## config.mk

```make
export PLATFORM = sky130hd
export DESIGN_NAME = fetch_sequencer_flat
export DESIGN_NICKNAME = d
export VERILOG_FILES = /design/src/rtl/fetch_sequencer_if.sv /design/src/rtl/fetch_sequencer.sv /design/src/flat_wrapper.sv
export SDC_FILE = /design/constraint.sdc
export NUM_CORES = 1
export LEC_CHECK = 0
export CORE_AREA = 2 2 95 97
export DETAILED_ROUTE_END_ITERATION = 8
export DIE_AREA = 0 0 97 99
export PLACE_DENSITY = 0.71
export SYNTH_ARGS = -nofsm -noshare
export SYNTH_HDL_FRONTEND = slang
export SYNTH_SLANG_ARGS = --single-unit
```

## constraint.sdc

```tcl
create_clock -name clk -period 1.7 [get_ports clk]
set_clock_uncertainty 0.1 [all_clocks]
set_input_delay 0.51 -clock clk [delete_from_list [all_inputs] [get_ports clk]]
set_output_delay 0.51 -clock clk [all_outputs]
set_load 0.01 [all_outputs]
```

## src/rtl/fetch_sequencer_if.sv

```systemverilog
// Handshake bundle between the fetch sequencer, instruction memory,
// branch-resolution logic and decode.
//   imem_req/imem_addr   : fetch request to memory (level-held until ack)
//   imem_ack/imem_data   : one-cycle ack with the instruction word
//   redirect/redirect_pc : one-cycle branch-taken pulse and target
//   stall                : decode cannot accept the presented instruction
//   instr_valid/instr/instr_pc/pc_plus_two : instruction presented to decode
//   halted               : HLT consumed, fetch stopped
// master = fetch sequencer side, slave = environment side.
interface fetch_sequencer_if;
  logic        imem_req;
  logic [15:0] imem_addr;
  logic        imem_ack;
  logic [15:0] imem_data;
  logic        redirect;
  logic [15:0] redirect_pc;
  logic        stall;
  logic        instr_valid;
  logic [15:0] instr;
  logic [15:0] instr_pc;
  logic [15:0] pc_plus_two;
  logic        halted;

  modport master (
    output imem_req, imem_addr,
    input  imem_ack, imem_data,
    input  redirect, redirect_pc, stall,
    output instr_valid, instr, instr_pc, pc_plus_two, halted
  );

  modport slave (
    input  imem_req, imem_addr,
    output imem_ack, imem_data,
    output redirect, redirect_pc, stall,
    input  instr_valid, instr, instr_pc, pc_plus_two, halted
  );
endinterface

```

## src/rtl/fetch_sequencer.sv

```systemverilog
// Instruction fetch sequencer for the single-issue 16-bit core.
// Owns the fetch PC, issues one outstanding request at a time to a
// variable-latency instruction memory, presents fetched instructions to
// decode with a valid/stall handshake, applies branch redirects and stops
// permanently after a HLT instruction is consumed (only reset exits).
// Ports:
//   clk   : system clock, rising edge
//   rst_n : asynchronous active-low reset
//   fs    : fetch_sequencer_if.master (memory, redirect and decode signals)
module fetch_sequencer #(
  parameter logic [15:0] RESET_PC   = 16'h0000,
  parameter logic [3:0]  OPCODE_HLT = 4'hF
) (
  input  logic               clk,
  input  logic               rst_n,
  fetch_sequencer_if.master  fs
);

  typedef enum logic [1:0] {
    ST_FETCH = 2'd0,
    ST_OUT   = 2'd1,
    ST_HALT  = 2'd2
  } state_t;

  state_t      r_state;
  state_t      w_state_nxt;
  logic        r_started;
  logic [15:0] r_fetch_pc;
  logic [15:0] r_redir_pc_q;
  logic        r_redir_pend;
  logic [15:0] r_instr;
  logic [15:0] r_instr_pc;

  logic [15:0] w_redirect_pc;
  logic        w_req;
  logic        w_take;
  logic        w_is_hlt;

  assign w_redirect_pc = {fs.redirect_pc[15:1], 1'b0};
  // r_started keeps imem_req low until the first edge after reset release.
  assign w_req         = (r_state == ST_FETCH) && r_started;
  assign w_take        = w_req && fs.imem_ack;
  assign w_is_hlt      = (r_instr[15:12] == OPCODE_HLT);

  always_ff @(posedge clk or negedge rst_n) begin
    if (!rst_n) r_state <= ST_FETCH;
    else        r_state <= w_state_nxt;
  end

  always_comb begin
    w_state_nxt = r_state;
    unique case (r_state)
      ST_FETCH: begin
        if (w_take && !r_redir_pend && !fs.redirect) w_state_nxt = ST_OUT;
      end
      ST_OUT: begin
        // Redirect wins over HLT; with stall=1 the held instruction is dropped.
        if (fs.redirect)     w_state_nxt = ST_FETCH;
        else if (!fs.stall)  w_state_nxt = w_is_hlt ? ST_HALT : ST_FETCH;
      end
      ST_HALT:  w_state_nxt = ST_HALT;
      default:  w_state_nxt = ST_FETCH;
    endcase
  end

  always_ff @(posedge clk or negedge rst_n) begin
    if (!rst_n) begin
      r_started    <= 1'b0;
      r_fetch_pc   <= {RESET_PC[15:1], 1'b0};
      r_redir_pc_q <= '0;
      r_redir_pend <= 1'b0;
      r_instr      <= '0;
      r_instr_pc   <= '0;
    end else begin
      r_started <= 1'b1;
      unique case (r_state)
        ST_FETCH: begin
          if (w_take) begin
            // The outstanding request completed; a pending or same-cycle
            // redirect discards the returned word and retargets fetch.
            r_redir_pend <= 1'b0;
            if (fs.redirect)       r_fetch_pc <= w_redirect_pc;
            else if (r_redir_pend) r_fetch_pc <= r_redir_pc_q;
            else begin
              r_instr    <= fs.imem_data;
              r_instr_pc <= r_fetch_pc;
              r_fetch_pc <= r_fetch_pc + 16'd2;
            end
          end else if (fs.redirect) begin
            if (w_req) begin
              // Address must stay stable until the in-flight request acks.
              r_redir_pend <= 1'b1;
              r_redir_pc_q <= w_redirect_pc;
            end else begin
              r_fetch_pc <= w_redirect_pc;
            end
          end
        end
        ST_OUT: begin
          if (fs.redirect) r_fetch_pc <= w_redirect_pc;
        end
        default: ;
      endcase
    end
  end

  assign fs.imem_req    = w_req;
  assign fs.imem_addr   = r_fetch_pc;
  assign fs.instr_valid = (r_state == ST_OUT);
  assign fs.instr       = r_instr;
  assign fs.instr_pc    = r_instr_pc;
  assign fs.pc_plus_two = r_instr_pc + 16'd2;
  assign fs.halted      = (r_state == ST_HALT);

endmodule

```

## src/flat_wrapper.sv

```systemverilog
// flat-port wrapper written by rule: the top's interface ports become plain ports
module fetch_sequencer_flat 
#(
  parameter logic [15:0] RESET_PC   = 16'h0000,
  parameter logic [3:0]  OPCODE_HLT = 4'hF
)
  (clk, rst_n, fs_imem_req, fs_imem_addr, fs_imem_ack, fs_imem_data, fs_redirect, fs_redirect_pc, fs_stall, fs_instr_valid, fs_instr, fs_instr_pc, fs_pc_plus_two, fs_halted);
  fetch_sequencer_if fs_i ();
  input  logic clk;
  input  logic rst_n;
  output wire logic [$bits(fs_i.imem_req)-1:0] fs_imem_req;
  output wire logic [$bits(fs_i.imem_addr)-1:0] fs_imem_addr;
  input wire logic [$bits(fs_i.imem_ack)-1:0] fs_imem_ack;
  input wire logic [$bits(fs_i.imem_data)-1:0] fs_imem_data;
  input wire logic [$bits(fs_i.redirect)-1:0] fs_redirect;
  input wire logic [$bits(fs_i.redirect_pc)-1:0] fs_redirect_pc;
  input wire logic [$bits(fs_i.stall)-1:0] fs_stall;
  output wire logic [$bits(fs_i.instr_valid)-1:0] fs_instr_valid;
  output wire logic [$bits(fs_i.instr)-1:0] fs_instr;
  output wire logic [$bits(fs_i.instr_pc)-1:0] fs_instr_pc;
  output wire logic [$bits(fs_i.pc_plus_two)-1:0] fs_pc_plus_two;
  output wire logic [$bits(fs_i.halted)-1:0] fs_halted;
  assign fs_imem_req = fs_i.imem_req;
  assign fs_imem_addr = fs_i.imem_addr;
  assign fs_i.imem_ack = fs_imem_ack;
  assign fs_i.imem_data = fs_imem_data;
  assign fs_i.redirect = fs_redirect;
  assign fs_i.redirect_pc = fs_redirect_pc;
  assign fs_i.stall = fs_stall;
  assign fs_instr_valid = fs_i.instr_valid;
  assign fs_instr = fs_i.instr;
  assign fs_instr_pc = fs_i.instr_pc;
  assign fs_pc_plus_two = fs_i.pc_plus_two;
  assign fs_halted = fs_i.halted;
  fetch_sequencer #(.RESET_PC(RESET_PC), .OPCODE_HLT(OPCODE_HLT)) u_core (.clk(clk), .rst_n(rst_n), .fs(fs_i));
endmodule
```

Yosys cells after proc, flatten, opt, wreduce, memory -nomap -nowiden
Cells that the tools add are included.
{ "classes": {"n_addsub": 2, "mul": 0, "div": 0, "n_lt_le_gt_ge": 0, "eq_ne": 8, "shift": 0, "muxes": 15, "n_bitwise": 3, "reduce_logical": 15} }
{ "op_table": {"columns": ["op", "n"], "rows": [
  ["16-bit 2-to-1 mux", 6],
  ["16-bit by 2-bit adder with 16-bit output, second input constant", 2],
  ["16-bit case mux with 2 select lines", 1],
  ["4-bit AND reduction", 3],
  ["2-bit 2-to-1 mux", 4],
  ["3-bit != test, second input constant", 2],
  ["2-bit case mux with 3 select lines", 1],
  ["2-bit nonzero test", 3],
  ["4-bit equality test, second input constant", 1],
  ["1-bit logical AND", 4],
  ["2-bit != test, second input constant", 2],
  ["1-bit 2-to-1 mux", 3],
  ["3-bit by 2-bit != test with 1-bit output, second input constant", 1],
  ["1-bit inverter", 3],
  ["3-bit AND reduction", 1],
  ["2-bit by 1-bit equality test with 1-bit output, second input constant", 1],
  ["2-bit equality test, second input constant", 1],
  ["1-bit zero test", 2],
  ["2-bit zero test", 1],
  ["2-bit AND reduction", 1]
]} }
{ "word_totals": {"ff_bits": 67, "latchBits": 0, "ramBits": 0, "rom_bits": 0, "mem_count": 0} }

Longest topological paths before layout
Gate-level depths: netlist (run 1).
{ "logic_depth": {"ltp_word": 7, "depth_mapped": 6} }

Worst setup path before layout (run 1)
OpenSTA, ideal clock, no wires.
{ "synth_timing": {"path_type": "register -> output", "startpoint": "register u_core.r_instr_pc[3] (netlist: u_core.fs.instr_pc[3])", "endpoint": "output fs_pc_plus_two[13]", "t_arrival_ps": 1353, "required_time_ps": 1090, "slack_ps": -263, "path_stages_with_launch": 6, "n_path_buf": 0, "cell_sequence": "dfrtp_1 -> and4_1 -> nand2_1 -> nor2_1 -> nand3_1 -> xnor2_1"} }
{ "synth_via": {"elab_chain_cells": 1} }
{ "synth_rtl": {"columns": ["element", "line", "rtl"], "rows": [
  ["start, declared", "fetch_sequencer.sv:32", "logic [15:0] r_instr_pc;"],
  ["start signal, assigned", "fetch_sequencer.sv:86", "r_instr_pc <= r_fetch_pc;"],
  ["16-bit by 2-bit adder with 16-bit output", "fetch_sequencer.sv:112", "assign fs.pc_plus_two = r_instr_pc + 16'd2;"],
  ["end, declared", "flat_wrapper.sv:21", "output wire logic [$bits(fs_i.pc_plus_two)-1:0] fs_pc_plus_two;"]
]} }
Every way passes these cells.

Final worst setup path (run 1)
{ "layout_timing": {"startpoint": "register u_core.r_instr_pc[4] (netlist: u_core.fs.instr_pc[4])", "endpoint": "output fs_pc_plus_two[7]"} }
Same word-level chain as after synthesis.

==> results.sh, run 1 <==
export IMPL_result_of_the_run="finished with violations"
export IMPL_violations="negative setup slack"
export IMPL_highest_count_cells_in_the_layout_ignoring_fill_and_taps="sky130_fd_sc_hd__buf_4, sky130_fd_sc_hd__dfrtp_1, sky130_fd_sc_hd__mux2_4, sky130_fd_sc_hd__clkdlybuf4s50_1, sky130_fd_sc_hd__dlygate4sd2_1"
export IMPL_detailedRoute_firstPassIterationCount=4
export IMPL_final_hold_violation_count=0
export IMPL_max_fanout_on_critical_path=4
export IMPL_reg2reg_slack_ns=-0.37
export IMPL_worstPathArrival_ns=1.58
export IMPL_initial_core_utilization=0.388
export IMPL_fin_total_pwr_mw=6.98
export IMPL_cts_sinks=65
export IMPL_max_clock_freq_mhz=457
export IMPL_yosysTopAreaCellShare=0.491
export IMPL_clock_tree_from_tritoncts="built"
export IMPL_finalMaxSlewViolations=0
export IMPL_final_min_clock_period_ns=2.19
export IMPL_pwr_share_clk=0.228
export IMPL_cts_root_buffer="sky130_fd_sc_hd__clkbuf_8"
export IMPL_areaGrowthSynthToFinish_pct=80.4
export IMPL_placer_congestion=0.830
export IMPL_final_net_count=525
export IMPL_cpMaxStageDelayCell="sky130_fd_sc_hd__dfrtp_2"
export IMPL_cts_hold_buf=0
export IMPL_pwr_share_seq=0.319
export IMPL_globalRoute_totalOverflow=0
export IMPL_switching_share=0.335
export IMPL_setup_violations_final=78
export IMPL_antenna_cells=0
export IMPL_final_antenna_net_count=0
export IMPL_leakage_nw=2.76
export IMPL_setup_slack_of_the_critical_path_after_layout_ns=-0.489
export IMPL_crit_chain="and4_4 > nand2_4 > buf_4 > buf_6 > xnor2_2 > buf_2"
export IMPL_worst_pin_slew_ns=0.595
export IMPL_timing_critical_path_required_ns=1.09
export IMPL_slew_margin_rel=0.601
export IMPL_drt_initial_drc_count=200
export IMPL_synth_cell_types=46
export IMPL_grt_total_usage=0.243
export IMPL_synth_edff_count=0
export IMPL_avg_vias_per_cell=5.37
export IMPL_worst_setup_hold_path_clk_slew_ns=0.07
export IMPL_number_of_antenna_violations_at_the_first_check_in_global_routing=0
export IMPL_dpl_wire_length_mm=6.33
export IMPL_switchingPower_mw=2.34
export IMPL_die_x_um=97
export IMPL_max_clock_path_buffers=2
export IMPL_synth_top_cells_by_area="sky130_fd_sc_hd__dfrtp_1, sky130_fd_sc_hd__mux2_2, sky130_fd_sc_hd__mux2_1, sky130_fd_sc_hd__xnor2_1, sky130_fd_sc_hd__xor2_1"
export IMPL_fp_coreArea_sq_um=8550
export IMPL_filler_cell_count=606
export IMPL_tritoncts_num_buffers=9
export IMPL_rsz_0062_raised_after_global_routing="true"
export IMPL_power_share_combinational=0.452
export IMPL_synth_seq_cells=65
export IMPL_post_route_cells_drive_above_1_share=0.543
export IMPL_worst_skew_late_latency_ns=0.36
export IMPL_final_common_cell="sky130_fd_sc_hd__buf_4"
export IMPL_die_height_um=99
export IMPL_synthesis_instances=290
export IMPL_seq_area_frac_synth=0.491
export IMPL_count_of_input_and_output_buffers=99
export IMPL_post_route_drc_count=0
export IMPL_pwr_density_cell_nw_per_um2=1170
export IMPL_startpoint_type="flip-flop"
export IMPL_vias=3212
export IMPL_global_route_wire_length_before_repair_mm=18.2
export IMPL_timing_hold_worst_class="primary input to asynchronous set/reset pin"
export IMPL_top_level_ports=104
export IMPL_grt_start_max_net_pins=66
export IMPL_cp_end_kind="primary output"
export IMPL_ctsHtreeMaxLevel=3
export IMPL_cap_viol_max_count=0
export IMPL_mapped_cell_area_sq_um=3310
export IMPL_cell_internal_pwr_mw=4.64
export IMPL_synth_yosys_warnings=0
export IMPL_postSynth_asyncResetShare=1.00
export IMPL_route_final_wire_length_mm=12.0
export IMPL_post_synth_cell_area_avg_sq_um=11.4
export IMPL_drt_wirelength_per_cell_um=20.0
export IMPL_first_global_vias=3305
export IMPL_timing_setup_critical_path_class="flip-flop to primary output"
export IMPL_fin_hold_ws_ns=0.0444
export IMPL_critical_path_max_stage_delay_ns=0.37
export IMPL_timing_final_crit_share=1.29
export IMPL_design_die_area_sq_um=9600
export IMPL_core_rowCount=34
export IMPL_synth_top_area_cell="sky130_fd_sc_hd__dfrtp_1"
export IMPL_synth_flop_cell="sky130_fd_sc_hd__dfrtp_1"
export IMPL_worst_ir_drop_vdd_mv=0.494
-- state kept, by name, indices dropped and copies added (netlist names) --
name	cells
u_core.fs.imem_addr	15
u_core.fs.instr	16
u_core.fs.instr_pc	15
u_core.r_redir_pc_q	15
u_core.r_redir_pend	1
u_core.r_started	1
u_core.r_state	2
-- final timing paths --
kind / start / end / cells past startpoint
worst min register to register: u_core.fs.instr[5]$_DFFE_PN0P_ / u_core.fs.instr[5]$_DFFE_PN0P_ / 1
worst min-delay path: rst_n / u_core.r_state[1]$_DFFE_PN0P_ / 2
max in group asynchronous: rst_n / u_core.fs.instr_pc[1]$_DFFE_PN0P_ / 2
min in group clk: u_core.fs.instr[5]$_DFFE_PN0P_ / u_core.fs.instr[5]$_DFFE_PN0P_ / 1
worst max register to register: u_core.r_state[0]$_DFFE_PN0P_ / u_core.fs.instr_pc[4]$_DFFE_PN0P_ / 8
worst max-delay path: u_core.fs.instr_pc[4]$_DFFE_PN0P_ / fs_pc_plus_two[7] / 6
-- cell families (layout without fill, tap and decap cells) --
kind of cell,after synthesis,in the layout,share of synthesized area
and+or+nand+nor,83,83,0.141
DFF,65,65,0.491
AOI/OAI and AO/OA,47,47,0.0929
muxes,46,46,0.158
xor gates and xnor gates,25,25,0.0661
buffers and inverters,20,218,0.0411
adders and majority gates,2,2,0.00755
other,2,4,0.00227
-- through the flow --
step / TNS, ns / utilization / area [sq um] / setup WS [ns] / cells
5_1_grt: -27.11 / 0.699 / 5980 / -0.552 / 598
4_1_cts: -17.74 / 0.679 / 5810 / -0.488 / 591
3_5_place_dp: -30.77 / 0.574 / 4910 / -0.531 / 539
3_3_place_gp: -28.11 / 0.574 / 4910 / -0.501 / 539
6_report: -22.19 / 0.699 / 5980 / -0.489 / 598
2_1_floorplan: -3.15 / - / 3420 / -0.122 / 292
-- routing by layer --
metal / global-route usage / wire (um) / up-vias
li1: - / - / 1428
met4: 0.107 / 392 / 0
met5: 0 / 0 / -
met1: 0.317 / 4910 / 1615
met2: 0.396 / 6030 / 132
met3: 0.0475 / 650 / 37
-- cell usage after synthesis, types with 2 or more instances --
cell                        n
sky130_fd_sc_hd__xor2_1     9
sky130_fd_sc_hd__nor2_1    18
sky130_fd_sc_hd__o221ai_1   2
sky130_fd_sc_hd__a22oi_1    7
sky130_fd_sc_hd__mux2_1    18
sky130_fd_sc_hd__a21oi_1   12
sky130_fd_sc_hd__and4_1     3
sky130_fd_sc_hd__nor2b_1    3
sky130_fd_sc_hd__nand2_1   20
sky130_fd_sc_hd__dfrtp_1   65
sky130_fd_sc_hd__o21ai_0   12
sky130_fd_sc_hd__a211oi_1   5
sky130_fd_sc_hd__mux2i_1    4
sky130_fd_sc_hd__o31ai_1    2
sky130_fd_sc_hd__ha_1       2
sky130_fd_sc_hd__nor3_1     4
sky130_fd_sc_hd__mux2_2    21
sky130_fd_sc_hd__mux2_4     3
sky130_fd_sc_hd__nor3b_1    2
sky130_fd_sc_hd__buf_4      3
sky130_fd_sc_hd__nand2b_1   2
sky130_fd_sc_hd__nand4_1    6
sky130_fd_sc_hd__clkbuf_1   2
sky130_fd_sc_hd__conb_1     2
sky130_fd_sc_hd__buf_2      3
sky130_fd_sc_hd__buf_6      4
sky130_fd_sc_hd__inv_1      6
sky130_fd_sc_hd__xnor2_1   16
sky130_fd_sc_hd__and3_1     4
sky130_fd_sc_hd__nand3_1   14
-- layout make-up --
type                            instances  area, sq um  share of cell area
Multi-Input combinational cell        207         2100               0.351
Timing Repair Buffer                  196         1850               0.310
Sequential cell                        65         1640               0.274
Tap cell                              108          135              0.0226
Clock buffer                            9          124              0.0207
Clock inverter                          6          108              0.0180
Inverter                                7         28.8             0.00481
-- power groups by stage --
stage | logic, mW | registers [mW] | clock network (mW)
3_3_place_gp | 2.75 | 2.22 | 0
6_report | 3.16 | 2.23 | 1.59
4_1_cts | 2.95 | 2.20 | 1.58
2_1_floorplan | 0.893 | 2.49 | 0
3_5_place_dp | 2.80 | 2.25 | 0
5_1_grt | 3.35 | 2.27 | 1.68
-- worst max-delay path, delay by kind of cell (launching register included) --
kind | cells | cell delay, ns
buf+inv | 3 | 0.39
xor+xnor | 1 | 0.12
flops | 1 | 0.37
simple gates | 2 | 0.35
-- timing repair --
item,CTS,global route
buffers inserted,30,17
pin swaps,34,19
cloned,7,0
resized for setup,275,56
endpoints found under the setup margin,122,86
(Power assumes the default switching activity.)
==> run 2, diff against run 1 <==
- MAX_ROUTING_LAYER: default -> met4
- clock period: 1.7 -> 2 ns (I/O delays scaled with it)
==> results.sh, run 2 (synthesis results as in run 1) <==
export IMPL_top_level_ports=104
export IMPL_drt_wirelength_per_cell_um=16.7
export IMPL_final_seq_area_sq_um=1640
export IMPL_met1Wirelength_mm=4.20
export IMPL_worst_ir_drop_vdd_mv=0.355
export IMPL_final_hold_violation_count=0
export IMPL_multi_input_comb_area_sq_um=1770
export IMPL_global_route_wire_length_before_repair_mm=14.4
export IMPL_wire_length_on_met2_mm=4.58
export IMPL_final_net_count=492
export IMPL_rsz_0062_raised_after_global_routing="true"
export IMPL_die_height_um=99
export IMPL_post_route_drc_count=0
export IMPL_core_rowCount=34
export IMPL_clock_tree_from_tritoncts="built"
export IMPL_vias=2848
export IMPL_violations="negative setup slack"
export IMPL_grt_start_max_net_pins=66
export IMPL_antenna_cells=0
export IMPL_areaGrowthSynthToFinish_pct=61.3
export IMPL_tritoncts_num_buffers=9
export IMPL_finalMaxSlewViolations=0
export IMPL_placer_congestion=0.790
export IMPL_first_global_vias=2824
export IMPL_filler_cell_count=684
export IMPL_pwr_density_cell_nw_per_um2=1040
export IMPL_place_inst=531
export IMPL_grt_total_usage=0.193
export IMPL_dpl_wire_length_mm=6.21
export IMPL_result_of_the_run="finished with violations"
export IMPL_max_fanout_on_critical_path=3
export IMPL_startpoint_type="flip-flop"
export IMPL_max_clock_path_buffers=2
export IMPL_design_area_sq_um=5350
export IMPL_route_final_wire_length_mm=9.45
export IMPL_setup_violations_final=15
export IMPL_final_antenna_net_count=0
export IMPL_design_die_area_sq_um=9600
export IMPL_highest_count_cells_in_the_layout_ignoring_fill_and_taps="sky130_fd_sc_hd__dfrtp_1, sky130_fd_sc_hd__buf_4, sky130_fd_sc_hd__clkdlybuf4s50_1, sky130_fd_sc_hd__mux2_4, sky130_fd_sc_hd__dlygate4sd2_1"
export IMPL_final_min_clock_period_ns=2.27
export IMPL_largest_reg_flops=16
export IMPL_cap_viol_max_count=0
export IMPL_cp_end_kind="primary output"
export IMPL_placed_area_sq_um=4750
export IMPL_finalNonFillerCells=566
export IMPL_drt_initial_drc_count=130
export IMPL_cts_sinks=65
export IMPL_post_route_cells_drive_above_1_share=0.386
export IMPL_worst_skew_late_latency_ns=0.36
export IMPL_setup_slack_of_the_critical_path_after_layout_ns=-0.269
export IMPL_fp_coreArea_sq_um=8550
export IMPL_detailedRoute_firstPassIterationCount=4
export IMPL_timing_setup_critical_path_class="flip-flop to primary output"
export IMPL_number_of_antenna_violations_at_the_first_check_in_global_routing=0
export IMPL_cts_hold_buf=0
export IMPL_avg_vias_per_cell=5.03
export IMPL_ctsHtreeMaxLevel=3
export IMPL_initial_core_utilization=0.388
export IMPL_timing_critical_path_required_ns=1.30
export IMPL_timing_final_crit_share=1.13
export IMPL_top_layer_used="met4"
export IMPL_max_clock_freq_mhz=441
export IMPL_cts_root_buffer="sky130_fd_sc_hd__clkbuf_8"
export IMPL_count_of_input_and_output_buffers=99
export IMPL_timing_hold_worst_class="primary input to asynchronous set/reset pin"
export IMPL_die_x_um=97
export IMPL_final_common_cell="sky130_fd_sc_hd__dfrtp_1"
export IMPL_leakage_nw=2.50
export IMPL_routed_wl_met3_um=444
export IMPL_globalRoute_totalOverflow=0
export IMPL_worst_setup_hold_path_clk_slew_ns=0.08
export IMPL_worstPathArrival_ns=1.57
[run 2: cell count changes in the layout (fill, tap and decap cells not counted), moves of 11 or more]
cell / delta
sky130_fd_sc_hd__buf_6: -18
sky130_fd_sc_hd__clkdlybuf4s50_1: +14
sky130_fd_sc_hd__mux2_4: -13
sky130_fd_sc_hd__buf_2: -11
sky130_fd_sc_hd__mux2_2: +13
sky130_fd_sc_hd__buf_4: -11
[run 2: per-stage QoR]
stage          hold WS [ns]  utilization  power, mW  setup slack, ns  setup TNS, ns
2_1_floorplan         0.204            -       2.79         0.000888              0
3_3_place_gp          0.368        0.556       4.06           -0.392         -12.56
3_5_place_dp          0.380        0.556       4.14           -0.478         -15.32
4_1_cts               0.161        0.587       5.40           -0.263          -2.12
5_1_grt               0.162        0.625       5.89           -0.363          -5.21
6_report              0.136        0.625       5.58           -0.269          -2.23
[run 2: final timing paths]
path	to	cells after the start	startpoint	slack, ns
setup / recovery	fs_pc_plus_two[11]	6	u_core.fs.instr_pc[5]$_DFFE_PN0P_	-0.27
hold / removal	u_core.r_state[1]$_DFFE_PN0P_	2	rst_n	0.14
hold reg to reg	u_core.r_redir_pc_q[1]$_DFFE_PN0P_	1	u_core.r_redir_pc_q[1]$_DFFE_PN0P_	0.41
min in group clk	u_core.r_redir_pc_q[1]$_DFFE_PN0P_	1	u_core.r_redir_pc_q[1]$_DFFE_PN0P_	0.41
max in group asynchronous	u_core.fs.instr_pc[3]$_DFFE_PN0P_	2	rst_n	1.33
setup reg to reg	u_core.fs.instr_pc[6]$_DFFE_PN0P_	7	u_core.r_state[1]$_DFFE_PN0P_	0
[run 2: what timing repair did]
action	4_1_cts	5_1_grt
gates resized for setup	108	56
cloned	0	4
endpoints found under the setup margin	45	56
buffers inserted	8	8
pin swaps	12	8
[run 2: layout make-up]
type | instances | area share
multi-input cells | 207 | 0.331
repair buffers | 163 | 0.285
well taps | 108 | 0.0253
flip-flops and latches | 65 | 0.306
clock inverters | 6 | 0.0213
inverters | 7 | 0.00491
clock buffers | 10 | 0.0257
[run 2: per-layer routing]
metal | track usage | up-vias
met2 | 0.303 | 84
met4 | 0.0834 | 0
li1 | - | 1360
met3 | 0.0348 | 18
met1 | 0.248 | 1386
met5 | - | -
[run 2: critical path, stage by stage, from the launching register on]
cell                      delay, ns
sky130_fd_sc_hd__dfrtp_1       0.37
sky130_fd_sc_hd__and4_4        0.25
sky130_fd_sc_hd__nand2_2       0.08
sky130_fd_sc_hd__nor2_4        0.13
sky130_fd_sc_hd__buf_4         0.13
sky130_fd_sc_hd__xor2_1        0.12
sky130_fd_sc_hd__buf_2         0.14
[run 2: power by group]
part           switching [mW]  leakage (nW)  internal, mW
clock network           0.555         0.119         0.866
logic                   0.973          1.61          1.30
registers               0.230         0.775          1.66
==> run 3, diff against run 2 <==
- GPL_TIMING_DRIVEN: default -> 0
==> results.sh, run 3 (synthesis results as in run 1) <==
export IMPL_result_of_the_run="finished with violations"
export IMPL_violations="negative setup slack"
export IMPL_detailedRoute_firstPassIterationCount=4
export IMPL_grt_start_max_net_pins=66
export IMPL_worst_setup_hold_path_clk_slew_ns=0.07
export IMPL_post_route_drc_count=0
export IMPL_globalRoute_totalOverflow=0
export IMPL_timing_hold_worst_class="primary input to asynchronous set/reset pin"
export IMPL_cts_sinks=65
export IMPL_largest_reg_flops=16
export IMPL_startpoint_type="flip-flop"
export IMPL_grt_total_usage=0.198
export IMPL_worstPathArrival_ns=1.60
export IMPL_crit_chain="and4_4 > nand2_4 > nor2_4 > buf_6 > xor2_1 > buf_2"
export IMPL_r2r_worst_path_cells=8
export IMPL_fin_hold_ws_ns=0.235
export IMPL_global_route_wire_length_before_repair_mm=14.7
export IMPL_max_fanout_on_critical_path=4
export IMPL_critical_register_to_register_path_endpoint="u_core.fs.instr_pc[10]$_DFFE_PN0P_"
export IMPL_top_level_ports=104
export IMPL_cap_viol_max_count=0
export IMPL_slew_margin_rel=0.448
export IMPL_route_final_wire_length_mm=9.41
export IMPL_finalMaxSlewViolations=0
export IMPL_final_antenna_net_count=0
export IMPL_setup_slack_of_the_critical_path_after_layout_ns=-0.300
export IMPL_fin_total_pwr_mw=5.47
export IMPL_ctsHtreeMaxLevel=3
export IMPL_leakage_nw=2.42
export IMPL_die_x_um=97
export IMPL_tritoncts_num_buffers=9
export IMPL_worst_skew_late_latency_ns=0.35
export IMPL_antenna_cells=0
export IMPL_worstPathBufferInverterCount=2
export IMPL_die_height_um=99
export IMPL_areaGrowthSynthToFinish_pct=59.8
export IMPL_setup_violations_final=14
export IMPL_timing_final_crit_share=1.15
export IMPL_avg_vias_per_cell=5.15
export IMPL_final_hold_violation_count=0
export IMPL_critical_path_max_stage_delay_ns=0.37
export IMPL_timing_critical_path_required_ns=1.30
export IMPL_dpl_wire_length_mm=5.94
export IMPL_max_clock_freq_mhz=435
export IMPL_initial_core_utilization=0.388
export IMPL_clock_tree_from_tritoncts="built"
export IMPL_first_global_vias=2866
export IMPL_final_net_count=487
export IMPL_cp_end_kind="primary output"
export IMPL_r2r_start="u_core.r_state[1]$_DFFE_PN0P_"
export IMPL_final_min_clock_period_ns=2.30
export IMPL_post_route_cells_drive_above_1_share=0.391
export IMPL_core_rowCount=34
export IMPL_count_of_input_and_output_buffers=99
export IMPL_reg2reg_slack_ns=0
export IMPL_fp_coreArea_sq_um=8550
export IMPL_vias=2890
export IMPL_final_common_cell="sky130_fd_sc_hd__clkdlybuf4s50_1"
export IMPL_placer_congestion=0.828
export IMPL_number_of_antenna_violations_at_the_first_check_in_global_routing=0
export IMPL_drt_wirelength_per_cell_um=16.8
export IMPL_rsz_0062_raised_after_global_routing="true"
export IMPL_filler_cell_count=670
export IMPL_cpMaxStageDelayCell="sky130_fd_sc_hd__dfrtp_2"
export IMPL_cts_root_buffer="sky130_fd_sc_hd__clkbuf_8"
export IMPL_design_die_area_sq_um=9600
export IMPL_worst_pin_slew_ns=0.827
export IMPL_highest_count_cells_in_the_layout_ignoring_fill_and_taps="sky130_fd_sc_hd__clkdlybuf4s50_1, sky130_fd_sc_hd__dfrtp_1, sky130_fd_sc_hd__buf_4, sky130_fd_sc_hd__mux2_4, sky130_fd_sc_hd__dlygate4sd2_1"
export IMPL_max_clock_path_buffers=2
export IMPL_timing_critical_path_max_delay_family="simple AND/OR/NAND/NOR gates"
export IMPL_worst_ir_drop_vdd_mv=0.429
export IMPL_pwr_density_cell_nw_per_um2=1030
export IMPL_setup_tns_ns=-2.32
export IMPL_timing_setup_critical_path_class="flip-flop to primary output"
export IMPL_drt_initial_drc_count=155
export IMPL_pre_cts_ws_ns=-0.664
## run 3: cell type report
class | count | area (sq um) | area share
Multi-Input combinational cell | 207 | 1780 | 0.336
Sequential cell | 65 | 1650 | 0.312
Timing Repair Buffer | 147 | 1370 | 0.259
Clock buffer | 12 | 165 | 0.0312
Tap cell | 108 | 135 | 0.0255
Buffer | 11 | 87.6 | 0.0165
Clock inverter | 4 | 73.8 | 0.0139
Inverter | 7 | 26.3 | 0.00496
## run 3: routing by layer
layer	up-vias	part of all wire	track usage
met2	97	0.49	0.320
met1	1423	0.43	0.251
met4	0	0.018	0.0683
met5	-	0	-
met3	12	0.063	0.0390
li1	1358	-	-
## run 3: timing repair
| item | 4_1_cts | 5_1_grt |
|---|---|---|
| resized for setup | 136 | 51 |
| pin swaps | 15 | 6 |
| setup buffers | 34 | 14 |
| cloned | 2 | 0 |
| setup endpoints to repair | 73 | 62 |
| hold buffers | 0 | 0 |
## run 3: worst reg2reg max path, cell delays in order, from the launching register on
cell and delay [ns]:
sky130_fd_sc_hd__dfrtp_2 0.42, sky130_fd_sc_hd__buf_6 0.12, sky130_fd_sc_hd__nor3b_4 0.20, sky130_fd_sc_hd__buf_6 0.14
sky130_fd_sc_hd__nand3b_4 0.15, sky130_fd_sc_hd__nor2_8 0.17, sky130_fd_sc_hd__buf_12 0.15, sky130_fd_sc_hd__buf_8 0.13
sky130_fd_sc_hd__mux2_1 0.31
## run 3: worst max-delay path by stage
stage	startpoint	endpoint	slack (ns)	depth (start not counted)
4_1_cts	u_core.fs.instr_pc[5]$_DFFE_PN0P_	fs_pc_plus_two[11]	-0.27	6
5_1_grt	u_core.fs.instr_pc[5]$_DFFE_PN0P_	fs_pc_plus_two[13]	-0.39	6
6_report	u_core.fs.instr_pc[3]$_DFFE_PN0P_	fs_pc_plus_two[11]	-0.30	6
3_5_place_dp	fs_imem_ack	u_core.fs.imem_addr[8]$_DFFE_PN0P_	-0.66	5
3_3_place_gp	rst_n	u_core.fs.instr_pc[2]$_DFFE_PN0P_	-2.21	1
2_1_floorplan	u_core.fs.instr_pc[1]$_DFFE_PN0P_	fs_pc_plus_two[13]	0.0009	5
## run 3: where the power goes
group	leakage (nW)	internal, mW	total [mW]	switching (mW)
Clock	0.123	0.804	1.31	0.509
Sequential	0.761	1.67	1.96	0.289
Combinational	1.54	1.26	2.20	0.941
## run 3: per-stage QoR
stage	cell area, sq um	instances	utilization
after detailed placement	4460	499	0.522
final	5300	561	0.619
after global routing	5300	561	0.619
after global placement	4470	499	0.522
after CTS	5090	551	0.595
after floorplan	3340	292	-
